$ cat config.mk
export PLATFORM = sky130hd
export DESIGN_NAME = individual_fitness_harness
export DESIGN_NICKNAME = d
export VERILOG_FILES = /design/src/rtl/individual_fitness_harness.sv
export SDC_FILE = /design/constraint.sdc
export NUM_CORES = 1
export LEC_CHECK = 0
export ABC_CLOCK_PERIOD_IN_PS = 18700
export CORE_MARGIN = 3
export CORE_UTILIZATION = 51
export DETAILED_ROUTE_END_ITERATION = 7
export PLACE_DENSITY = 0.85
export SYNTH_ARGS = -nofsm -noshare
export SYNTH_HDL_FRONTEND = slang
export SYNTH_SLANG_ARGS = --single-unit
$ cat constraint.sdc
create_clock -name clk -period 18.7 [get_ports clk]
set_input_delay 1.87 -clock clk [delete_from_list [all_inputs] [get_ports clk]]
set_output_delay 1.87 -clock clk [all_outputs]
set_load 0.02 [all_outputs]
$ cat src/rtl/individual_fitness_harness.sv
// Purpose: drives test vectors into one evolved combinational individual and scores its outputs.
// Latency: compare one cycle after each accepted vector; done pulses the cycle after the final compare.
// Backpressure: in_ready is high only in RUN; gaps in in_valid simply skip compare slots.
module individual_fitness_harness #(
  parameter int W       = 16,
  parameter int NUM_VEC = 64,
  parameter int SCORE_W = 16,
  parameter int CNT_W   = 16
) (
  input  logic               clk,
  input  logic               rst,
  input  logic               start,
  output logic               busy,
  input  logic               in_valid,
  output logic               in_ready,
  input  logic [W-1:0]       in_a1,
  input  logic [W-1:0]       in_a0,
  input  logic [W-1:0]       in_b1,
  input  logic [W-1:0]       in_b0,
  input  logic [W-1:0]       in_e3,
  input  logic [W-1:0]       in_e2,
  input  logic [W-1:0]       in_e1,
  input  logic [W-1:0]       in_e0,
  output logic [W-1:0]       dut_a1,
  output logic [W-1:0]       dut_a0,
  output logic [W-1:0]       dut_b1,
  output logic [W-1:0]       dut_b0,
  input  logic [W-1:0]       dut_y3,
  input  logic [W-1:0]       dut_y2,
  input  logic [W-1:0]       dut_y1,
  input  logic [W-1:0]       dut_y0,
  output logic               done,
  output logic [SCORE_W-1:0] score,
  output logic [CNT_W-1:0]   exact_cnt
);

  localparam int PW = $clog2(4*W+1);

  typedef enum logic [1:0] {S_IDLE, S_RUN, S_DRAIN} state_t;

  state_t             state_q, state_d;
  logic               done_q, done_d;
  logic [W-1:0]       a1_q, a0_q, b1_q, b0_q;
  logic [4*W-1:0]     exp_q;
  logic               s1_valid_q;
  logic [CNT_W-1:0]   issue_q;
  logic [SCORE_W-1:0] score_q, score_d;
  logic [CNT_W-1:0]   exact_q, exact_d;

  logic               hs;
  logic               last_hs;
  logic               run_start;
  logic [4*W-1:0]     match_bits;
  logic [PW-1:0]      pop;
  logic [SCORE_W:0]   score_sum;

  assign in_ready  = (state_q == S_RUN);
  assign busy      = (state_q != S_IDLE);
  assign hs        = in_valid & in_ready;
  assign last_hs   = hs && (issue_q == CNT_W'(NUM_VEC - 1));
  assign run_start = (state_q == S_IDLE) && start;

  assign dut_a1    = a1_q;
  assign dut_a0    = a0_q;
  assign dut_b1    = b1_q;
  assign dut_b0    = b0_q;
  assign done      = done_q;
  assign score     = score_q;
  assign exact_cnt = exact_q;

  // Next-state logic: IDLE waits for start, RUN counts handshakes, DRAIN lasts one cycle.
  always_comb begin
    state_d = state_q;
    done_d  = 1'b0;
    case (state_q)
      S_IDLE:  if (start) state_d = S_RUN;
      S_RUN:   if (last_hs) state_d = S_DRAIN;
      S_DRAIN: begin
        state_d = S_IDLE;
        done_d  = 1'b1;
      end
      default: state_d = S_IDLE;
    endcase
  end

  // State register and the one-cycle done pulse.
  always_ff @(posedge clk or posedge rst) begin
    if (rst) begin
      state_q <= S_IDLE;
      done_q  <= 1'b0;
    end else begin
      state_q <= state_d;
      done_q  <= done_d;
    end
  end

  // Stage 1: capture accepted vector; operands hold between vectors so the individual sees stable inputs.
  always_ff @(posedge clk or posedge rst) begin
    if (rst) begin
      a1_q       <= '0;
      a0_q       <= '0;
      b1_q       <= '0;
      b0_q       <= '0;
      exp_q      <= '0;
      s1_valid_q <= 1'b0;
      issue_q    <= '0;
    end else begin
      s1_valid_q <= hs;
      if (run_start) begin
        issue_q <= '0;
      end else if (hs) begin
        a1_q  <= in_a1;
        a0_q  <= in_a0;
        b1_q  <= in_b1;
        b0_q  <= in_b0;
        exp_q <= {in_e3, in_e2, in_e1, in_e0};
        if (!(&issue_q)) issue_q <= issue_q + CNT_W'(1);
      end
    end
  end

  // Stage 2 compare: count agreeing bits and detect a fully exact vector, saturating both totals.
  always_comb begin
    match_bits = ~({dut_y3, dut_y2, dut_y1, dut_y0} ^ exp_q);
    pop        = '0;
    for (int i = 0; i < 4*W; i++) begin
      pop = pop + PW'(match_bits[i]);
    end
    score_sum = {1'b0, score_q} + (SCORE_W+1)'(pop);
    score_d   = score_sum[SCORE_W] ? {SCORE_W{1'b1}} : score_sum[SCORE_W-1:0];
    exact_d   = exact_q;
    if ((&match_bits) && !(&exact_q)) exact_d = exact_q + CNT_W'(1);
  end

  // Result accumulators: cleared by an accepted start, otherwise updated only on a valid stage-1 slot.
  always_ff @(posedge clk or posedge rst) begin
    if (rst) begin
      score_q <= '0;
      exact_q <= '0;
    end else if (run_start) begin
      score_q <= '0;
      exact_q <= '0;
    end else if (s1_valid_q) begin
      score_q <= score_d;
      exact_q <= exact_d;
    end
  end

endmodule

Word-level counts from Yosys, hierarchy flattened
Index checks and enable logic that the tools add are counted.

Flip-flop bits (word level): 180. Bits of input ports: 196. Output and inout bits: 99. Logic and storage cells: 116.

$add $sub $neg: 66. Equality and inequality tests: 6. Muxes and demuxes: 13. Bitwise gates (word level): 4. Reductions and logical operators: 16.

Operator list (number): $add 7x1->7 (57); $mux 16 (9); $not 64->64 (1); $reduce_and 64->1 (1); $xor 64x64->64 (1); $add 16x1->16 const B (2); $reduce_and 16->1 (2); $add 16x7->17 (1); $eq 16x6->1 const B (1); $reduce_and 2->1 (4); $reduce_bool 2->1 (4); $add 6x1->7 (1); $add 5x1->6 (1); $add 4x1->5 (1); $add 3x1->4 (1); $mux 2 (2); $ne 2x2->1 const B (2); $pmux 2 s2 (1); $add 2x1->3 (1); $logic_and 1x1->1 (3); $add 1x1->2 (1); $eq 2x1->1 const B (1); $eq 2x2->1 const B (1); $logic_not 2->1 (1); other kinds (5) (5).

Longest topological paths before layout
Gate-level depths: netlist of the first run.

Word-level depth: 69. Mapped depth: 24. Gate-level depth less buffers: 23.

Worst setup path before layout of the first run
OpenSTA, ideal clock, no wires.

Path type: input-to-reg. Start: in dut_y1[0]. End: reg score_q[14] (netlist: score[14]). Setup time: 0.120 ns. Arrival: 8.679 ns. Required time: 18.580 ns. Path slack: 9.902 ns. Stages: 21. Buffers on the path: 0. Path through: xor2_1 inv_1 fa_1 inv_1 fa_1 inv_1 fa_1 inv_1 fa_1 fa_1 fa_1 fa_1 inv_1 fa_1 fa_1 fa_1 a21o_1 a221oi_1 a221oi_1 or4_1 and3_1.

Word-level cells in the longest chain between the ends: 54.

Ends and longest elaborated chain: from (decl) (RTL line 30) `input logic [W-1:0] dut_y1,`; $xor 64x64->64 (RTL line 124) `match_bits = ~({dut_y3, dut_y2, dut_y1, dut_y0} ^ exp_q);`; $not 64->64 (RTL line 124); $add 7x1->7 (48 in a row) (RTL line 127) `pop = pop + PW'(match_bits[i]);`; $add 16x7->17 (RTL line 129) `score_sum = {1'b0, score_q} + (SCORE_W+1)'(pop);`; $mux 16 (RTL line 130) `score_d = score_sum[SCORE_W] ? {SCORE_W{1'b1}} : score_sum[SCORE_W-1:0];`; $mux 16 (RTL line 143) `end else if (s1_valid_q) begin`; $mux 16 (RTL line 140) `end else if (run_start) begin`; to (signal assigned) (RTL line 144) `score_q <= score_d;`; to (decl) (RTL line 47) `logic [SCORE_W-1:0] score_q, score_d;`.

Every way passes these cells. The select of a mux whose other input is x is not followed. A chain may end at the register's enable or synchronous reset.

Worst setup path after layout of the first run
Start: in dut_y0[0]. End: reg score_q[14] (netlist: score[14]).

Word-level cells in the longest chain between the ends: 69.

Ends and longest elaborated chain: from (decl) (RTL line 31) `input logic [W-1:0] dut_y0,`; $xor 64x64->64 (RTL line 124); $not 64->64 (RTL line 124); $add 1x1->2 (RTL line 127); $add 2x1->3 (RTL line 127); $add 3x1->4 (RTL line 127); $add 4x1->5 (RTL line 127); $add 5x1->6 (RTL line 127); $add 6x1->7 (RTL line 127); $add 7x1->7 (57 in a row) (RTL line 127); $add 16x7->17 (RTL line 129); $mux 16 (RTL line 130); $mux 16 (RTL line 143); $mux 16 (RTL line 140).

Every way passes these cells. The select of a mux whose other input is x is not followed.

==> reports/results.ini, run 1 <==
[yosys]
syn_nets = 1388
syn_inst = 1107
ys.warnings.count = 0
synth_async_sr_flop_share = 1.000
ys_ff_latch = 180
yosysSeqAreaShare = 0.4438
synth_ff_type = dfrtp_1
syn_area_sq_um = 10150
ys_types = 49
synth_area_per_cell_sq_um = 9.168
synth-edff-count = 0

[setup_path]
r2r_setup_slack_ns = 10.72
critPathMaxFanout = 11
endpoint = score[14]$_DFFE_PP0P_
start_kind = primary input
arrival_ns = 9.76
worstRegToRegCells = 18
critical_path_class = in -> reg
crit_path_end_kind = register
cp-startpoint = dut_y0[0]
slowest_delay_ns = 0.57
worstPathRequired_ns = 19.03
cp_slowest_cell = or4_1
rr_endpoint = score[14]$_DFFE_PP0P_
crit_top_cell = fa_1
r2r_start = exp_q[0]$_DFFE_PP0P_
path_cells = clkdlybuf4s50_1 > xnor2_1 > fa_1 > fa_1 > inv_1 > fa_1 > fa_1 > fa_1 > fa_1 > fa_1 > inv_1 > fa_1 > fa_1 > fa_1 > a21o_1 > a221oi_1 > a221oi_1 > or4_1 > and3_1

[placed_design]
io_buffers = 294
placed_area_sq_um = 13320
gp_congestion = 0.9711
hpwlAfterDp_um = 23020

[clocking]
ctsHoldBuffers = 0
postCtsSetupBuffers = 0
cts_tree = done
cts_made_buffers = 17
clock_latency_ns = 0.44
cts_sinks = 180
max-clock-path-buffers = 2
clkTransAtPathRegs_ns = 0.08
cts_root_buf = clkbuf_16
postCtsResizedCells = 0
h-tree-depth = 4

[layout]
regArea_sq_um = 4504
nNetsFinal = 1669
layout_commonest_cell = nand2_1
multi_input_area_sq_um = 5235
drive_gt1_frac = 0.03426
final_cell_mix = nand2_1 (416), clkdlybuf4s50_1 (294), dfrtp_1 (180), inv_1 (66), xnor2_1 (59)
design_area_sq_um = 13910
syn_to_final_growth_pct = 37.07
nFillCells = 1425

[hold_path]
hp-class = reg -> reg

[global_route]
grt_max_degree = 75
antenna_found_initial = 1
grt_pass1_vias = 9098
grt_overflow_total = 0
grt_use_total = 0.2810
grt_pass1_wl_um = 47620

[drt]
drt_wl_total_um = 30360
ant_nets = 0
via_count = 8739
wire_per_inst_um = 18.26
drc = 0
drt_iter0_markers = 508
first_pass_iters = 5
via_per_inst = 5.258

[run_status]
status = completed

[floorplan]
start_util = 0.5301
rows = 50
ios = 295
die_area_sq_um = 21630
core_sq_um = 19140
die_y_um = 147.1
dieWidth_um = 147.1

[run]
cap_violations = 0

[sta]
finalHoldViolations = 0
fin_crit_sh = 0.5043
max_freq_mhz = 106.0
tightest_slew_ns = 1.155
maxSlewHeadroom = 0.2299
fin_skew_ns = 0.01069
slew_violations = 0
setup_violations = 0
period_needed_ns = 9.430
setup_tns_ns = 0
rsz0062_at_grt = false

-- routing by layer --
layer,GRT usage,up-vias,share of wire
met3,0.09099,92,0.089
met5,0,-,0.00066
li1,-,4115,-
met1,0.3401,4146,0.38
met2,0.4668,384,0.49
met4,0.1156,2,0.039
-- cell usage after synthesis (all sizes together), types with 6 or more instances --
cell type	n	share of area
a211oi	6	0.0044
a21oi	26	0.013
and2	7	0.0043
and3	8	0.0049
clkbuf	35	0.013
dfrtp	180	0.44
fa	56	0.11
ha	29	0.036
inv	68	0.025
nand2	416	0.15
nand2b	6	0.0037
nand3	17	0.0084
nand4	25	0.017
nor2	38	0.014
nor3	14	0.0069
nor4	10	0.0095
o21ai	17	0.0084
o31ai	7	0.0052
or3	8	0.0049
or4	8	0.0059
xnor2	59	0.051
xor2	24	0.021
-- worst min path at each step --
| stage | start | endpoint | cells after the start |
|---|---|---|---|
| floorplan | state_q[0]$_DFFE_PP0P_ | done$_DFF_PP0_ | 1 |
| global placement | dut_a0[3]$_DFFE_PP0P_ | dut_a0[3]$_DFFE_PP0P_ | 2 |
| detailed placement | dut_a1[10]$_DFFE_PP0P_ | dut_a1[10]$_DFFE_PP0P_ | 2 |
| CTS | dut_a1[10]$_DFFE_PP0P_ | dut_a1[10]$_DFFE_PP0P_ | 2 |
| global route | dut_b1[8]$_DFFE_PP0P_ | dut_b1[8]$_DFFE_PP0P_ | 2 |
| finish | dut_a1[1]$_DFFE_PP0P_ | dut_a1[1]$_DFFE_PP0P_ | 2 |
-- area by class of cell --
class                   count  share of cell area
clock buffers              17             0.03058
multi-input cells         820              0.3763
flip-flops and latches    180              0.3238
diodes                      1           0.0001799
well taps                 260             0.02339
inverters                  69             0.01916
clock inverters            15             0.01178
repair buffers            300              0.2148
-- metrics by stage --
stage                     setup WS, ns  utilization  cells  hold slack [ns]
after detailed placement         8.775       0.6958   1629           0.4618
after floorplan                  9.902            -   1107           0.4470
after global routing             8.962       0.7265   1661           0.5078
after global placement           8.920       0.6958   1629           0.4563
after CTS                        9.240       0.7265   1661           0.4811
final                            9.270       0.7267   1662           0.4759
-- kinds of logic (layout without fill, tap and decap cells) --
family                     Yosys count  in the layout  share of synthesized area
and+or+nand+nor                    571            571                     0.2461
DFF                                180            180                     0.4438
buffers and inverters              107            401                    0.04032
adders and majority gates           85             85                     0.1462
xor gates and xnor gates            83             83                    0.07163
AOI/OAI and AO/OA                   77             77                    0.04796
muxes                                4              4                   0.003945
other                                0              1                          0
-- worst max-delay path, delay by kind of cell --
family / cells / cell delay [ns]
AO/OA/AOI/OAI: 3 / 1.10
XOR/XNOR: 1 / 0.40
adder cells (fa/ha/maj): 10 / 5.09
buffers and inverters: 3 / 0.55
AND/OR/NAND/NOR: 2 / 0.74
-- registers in the layout, summed over array words and instances, names as in the netlist, 16 cells and up --
| register | count |
|---|---|
| issue_q | 16 |
| dut_a1 | 16 |
| dut_b0 | 16 |
| dut_b1 | 16 |
| exact_cnt | 16 |
| exp_q | 64 |
| dut_a0 | 16 |
| score | 16 |
Power of run 1 is left out: the tool's default activity adds up to more than one toggle a clock period on the data nets, which glitch-free logic cannot reach.
==> run 2, diff against run 1 <==
--- a/config.mk
+++ b/config.mk
@@ -5,11 +5,11 @@
 export SDC_FILE = /design/constraint.sdc
 export NUM_CORES = 1
 export LEC_CHECK = 0
-export ABC_CLOCK_PERIOD_IN_PS = 18700
+export ABC_CLOCK_PERIOD_IN_PS = 9000
 export CORE_MARGIN = 3
-export CORE_UTILIZATION = 51
+export CORE_UTILIZATION = 48
 export DETAILED_ROUTE_END_ITERATION = 7
-export PLACE_DENSITY = 0.85
+export PLACE_DENSITY = 0.81
 export SYNTH_ARGS = -nofsm -noshare
 export SYNTH_HDL_FRONTEND = slang
 export SYNTH_SLANG_ARGS = --single-unit
==> constraint.sdc (replaced) <==
create_clock -name clk -period 9 [get_ports clk]
set_input_delay 0.9 -clock clk [delete_from_list [all_inputs] [get_ports clk]]
set_output_delay 0.9 -clock clk [all_outputs]
set_load 0.02 [all_outputs]
==> run 2 against run 1 <==
- utilization decreased by 4.6 points
- clock skew is 0.0037 ns higher
- first-iteration DRC count is 14% higher
- sequential cell count unchanged
- critical path type unchanged
- design area increased by 0.24%
- register-to-register slack got worse by 9.4 ns
- largest cell class unchanged
- final cell count rose by 0.78%
- die area up 6.0%
- sequential share of layout area fell by 0.078 points
- hold slack improved by 0.0011 ns
==> reports/results.ini, run 2 (synthesis gave the netlist of run 1 again) <==
[run_status]
status = completed  ; unchanged

[sta]
rsz0062_at_grt = false  ; unchanged
period_needed_ns = 8.195
maxSlewHeadroom = 0.3225  ; was 0.2299
tightest_slew_ns = 1.016  ; was 1.155 ns
fin_skew_ns = 0.01443  ; was 0.01069 ns
max_freq_mhz = 122.0
fin_crit_sh = 0.9105
setup_violations = 0  ; unchanged
finalHoldViolations = 0  ; unchanged
slew_violations = 0  ; unchanged
setup_tns_ns = 0  ; unchanged

[floorplan]
core_sq_um = 20490  ; was 19,140 sq um
dieWidth_um = 151.4  ; was 147.1 um
die_area_sq_um = 22920  ; was 21,630 sq um
start_util = 0.4952  ; was 0.5301
rows = 52  ; was 50
die_y_um = 151.4  ; was 147.1 um
ios = 295  ; unchanged

[placed_design]
io_buffers = 294  ; unchanged
gp_congestion = 0.9705  ; was 0.9711
hpwlAfterDp_um = 22630  ; was 23,020 um

[global_route]
grt_use_total = 0.2623  ; was 0.2810
grt_pass1_vias = 9060  ; was 9,098
grt_max_degree = 98  ; was 75
grt_overflow_total = 0  ; unchanged
antenna_found_initial = 2  ; was 1
grt_pass1_wl_um = 46810  ; was 47,620 um

[clocking]
postCtsSetupBuffers = 0  ; unchanged
clkTransAtPathRegs_ns = 0.07  ; was 0.08 ns
max-clock-path-buffers = 2  ; unchanged
ctsHoldBuffers = 0  ; unchanged
postCtsResizedCells = 0  ; unchanged
clock_latency_ns = 0.44  ; about the same
cts_tree = done  ; unchanged
h-tree-depth = 4  ; unchanged
cts_root_buf = clkbuf_16  ; unchanged
cts_made_buffers = 17  ; unchanged
cts_sinks = 180  ; unchanged

[setup_path]
start_kind = primary input  ; unchanged
arrival_ns = 8.52  ; was 9.76 ns
crit_path_end_kind = register  ; unchanged
critPathMaxFanout = 4  ; was 11
worstPathRequired_ns = 9.32  ; was 19.03 ns
critical_path_class = in -> reg  ; unchanged

[drt]
via_count = 8720  ; was 8,739
wire_per_inst_um = 17.78  ; was 18.26 um
drc = 0  ; unchanged
via_per_inst = 5.206  ; was 5.258
drt_wl_total_um = 29780  ; was 30,360 um
drt_iter0_markers = 580  ; was 508
ant_nets = 0  ; unchanged
first_pass_iters = 4  ; was 5

[layout]
final_cell_mix = nand2_1 (416), clkdlybuf4s50_1 (294), dfrtp_1 (180), inv_1 (66), xnor2_1 (59)  ; unchanged
syn_to_final_growth_pct = 37.41  ; was 37.07%
nNetsFinal = 1672  ; was 1,669
multi_input_area_sq_um = 5235  ; unchanged
layout_commonest_cell = nand2_1  ; unchanged
regArea_sq_um = 4504  ; unchanged
drive_gt1_frac = 0.03564  ; was 0.03426
top_register = exp_q  ; unchanged
largest_reg_flops = 64  ; unchanged
nFillCells = 1631  ; was 1,425

[run]
cap_violations = 0  ; unchanged

[hold_path]
hp-class = reg -> reg  ; unchanged

run 2: cell type report:
type,count,area share
antenna,2,0.0003589
timing repair buffer,303,0.2159
clock buffer,17,0.03051
multi-input combinational,820,0.3754
tap,270,0.02423
clock inverter,14,0.01149
sequential,180,0.3230
inverter,69,0.01911
run 2: final timing paths:
path                                        startpoint                endpoint  slack, ns  cells after the start
worst max register to register    exp_q[0]$_DFFE_PP0P_   score[14]$_DFFE_PP0P_       1.32                     19
min in group asynchronous                          rst   dut_a1[0]$_DFFE_PP0P_       0.89                      2
worst min register to register  dut_a1[10]$_DFFE_PP0P_  dut_a1[10]$_DFFE_PP0P_       0.48                      2
worst max-delay path                         dut_y1[0]   score[14]$_DFFE_PP0P_       0.81                     23
worst min-delay path            dut_a1[10]$_DFFE_PP0P_  dut_a1[10]$_DFFE_PP0P_       0.48                      2
max in group asynchronous                          rst   exp_q[35]$_DFFE_PP0P_       6.11                      4
run 2: per-layer routing:
| metal | global-route usage | vias to the layer above | routed length, um |
|---|---|---|---|
| li1 | - | 4126 | - |
| met1 | 0.3249 | 4158 | 11360 |
| met2 | 0.4423 | 382 | 15100 |
| met3 | 0.07720 | 50 | 2576 |
| met4 | 0.08386 | 4 | 705 |
| met5 | 0 | - | 34 |
run 2: stage by stage:
step | worst slack [ns] | instance area [sq um] | hold slack [ns] | cells | util
floorplan | 1.172 | 10150 | 0.4470 | 1107 | -
global placement | 0.5477 | 13350 | 0.4566 | 1642 | 0.6516
detailed placement | 0.4648 | 13350 | 0.4618 | 1642 | 0.6516
CTS | 0.8053 | 13940 | 0.4787 | 1673 | 0.6802
global route | 0.5382 | 13940 | 0.4947 | 1673 | 0.6802
finish | 0.8052 | 13940 | 0.4771 | 1675 | 0.6804
run 2: worst max-delay path, cell delays in order:
cell	delay (ns)
clkdlybuf4s50_1	0.48
xor2_1	0.25
inv_1	0.11
fa_1	0.56
inv_1	0.07
fa_1	0.53
inv_1	0.06
fa_1	0.50
inv_1	0.05
fa_1	0.47
fa_1	0.52
fa_1	0.52
fa_1	0.54
inv_1	0.06
fa_1	0.50
fa_1	0.49
fa_1	0.43
a21o_1	0.22
a221oi_1	0.31
buf_4	0.19
a221oi_1	0.09
or4_1	0.50
and3_1	0.17
Power of run 2 is left out for the same reason.
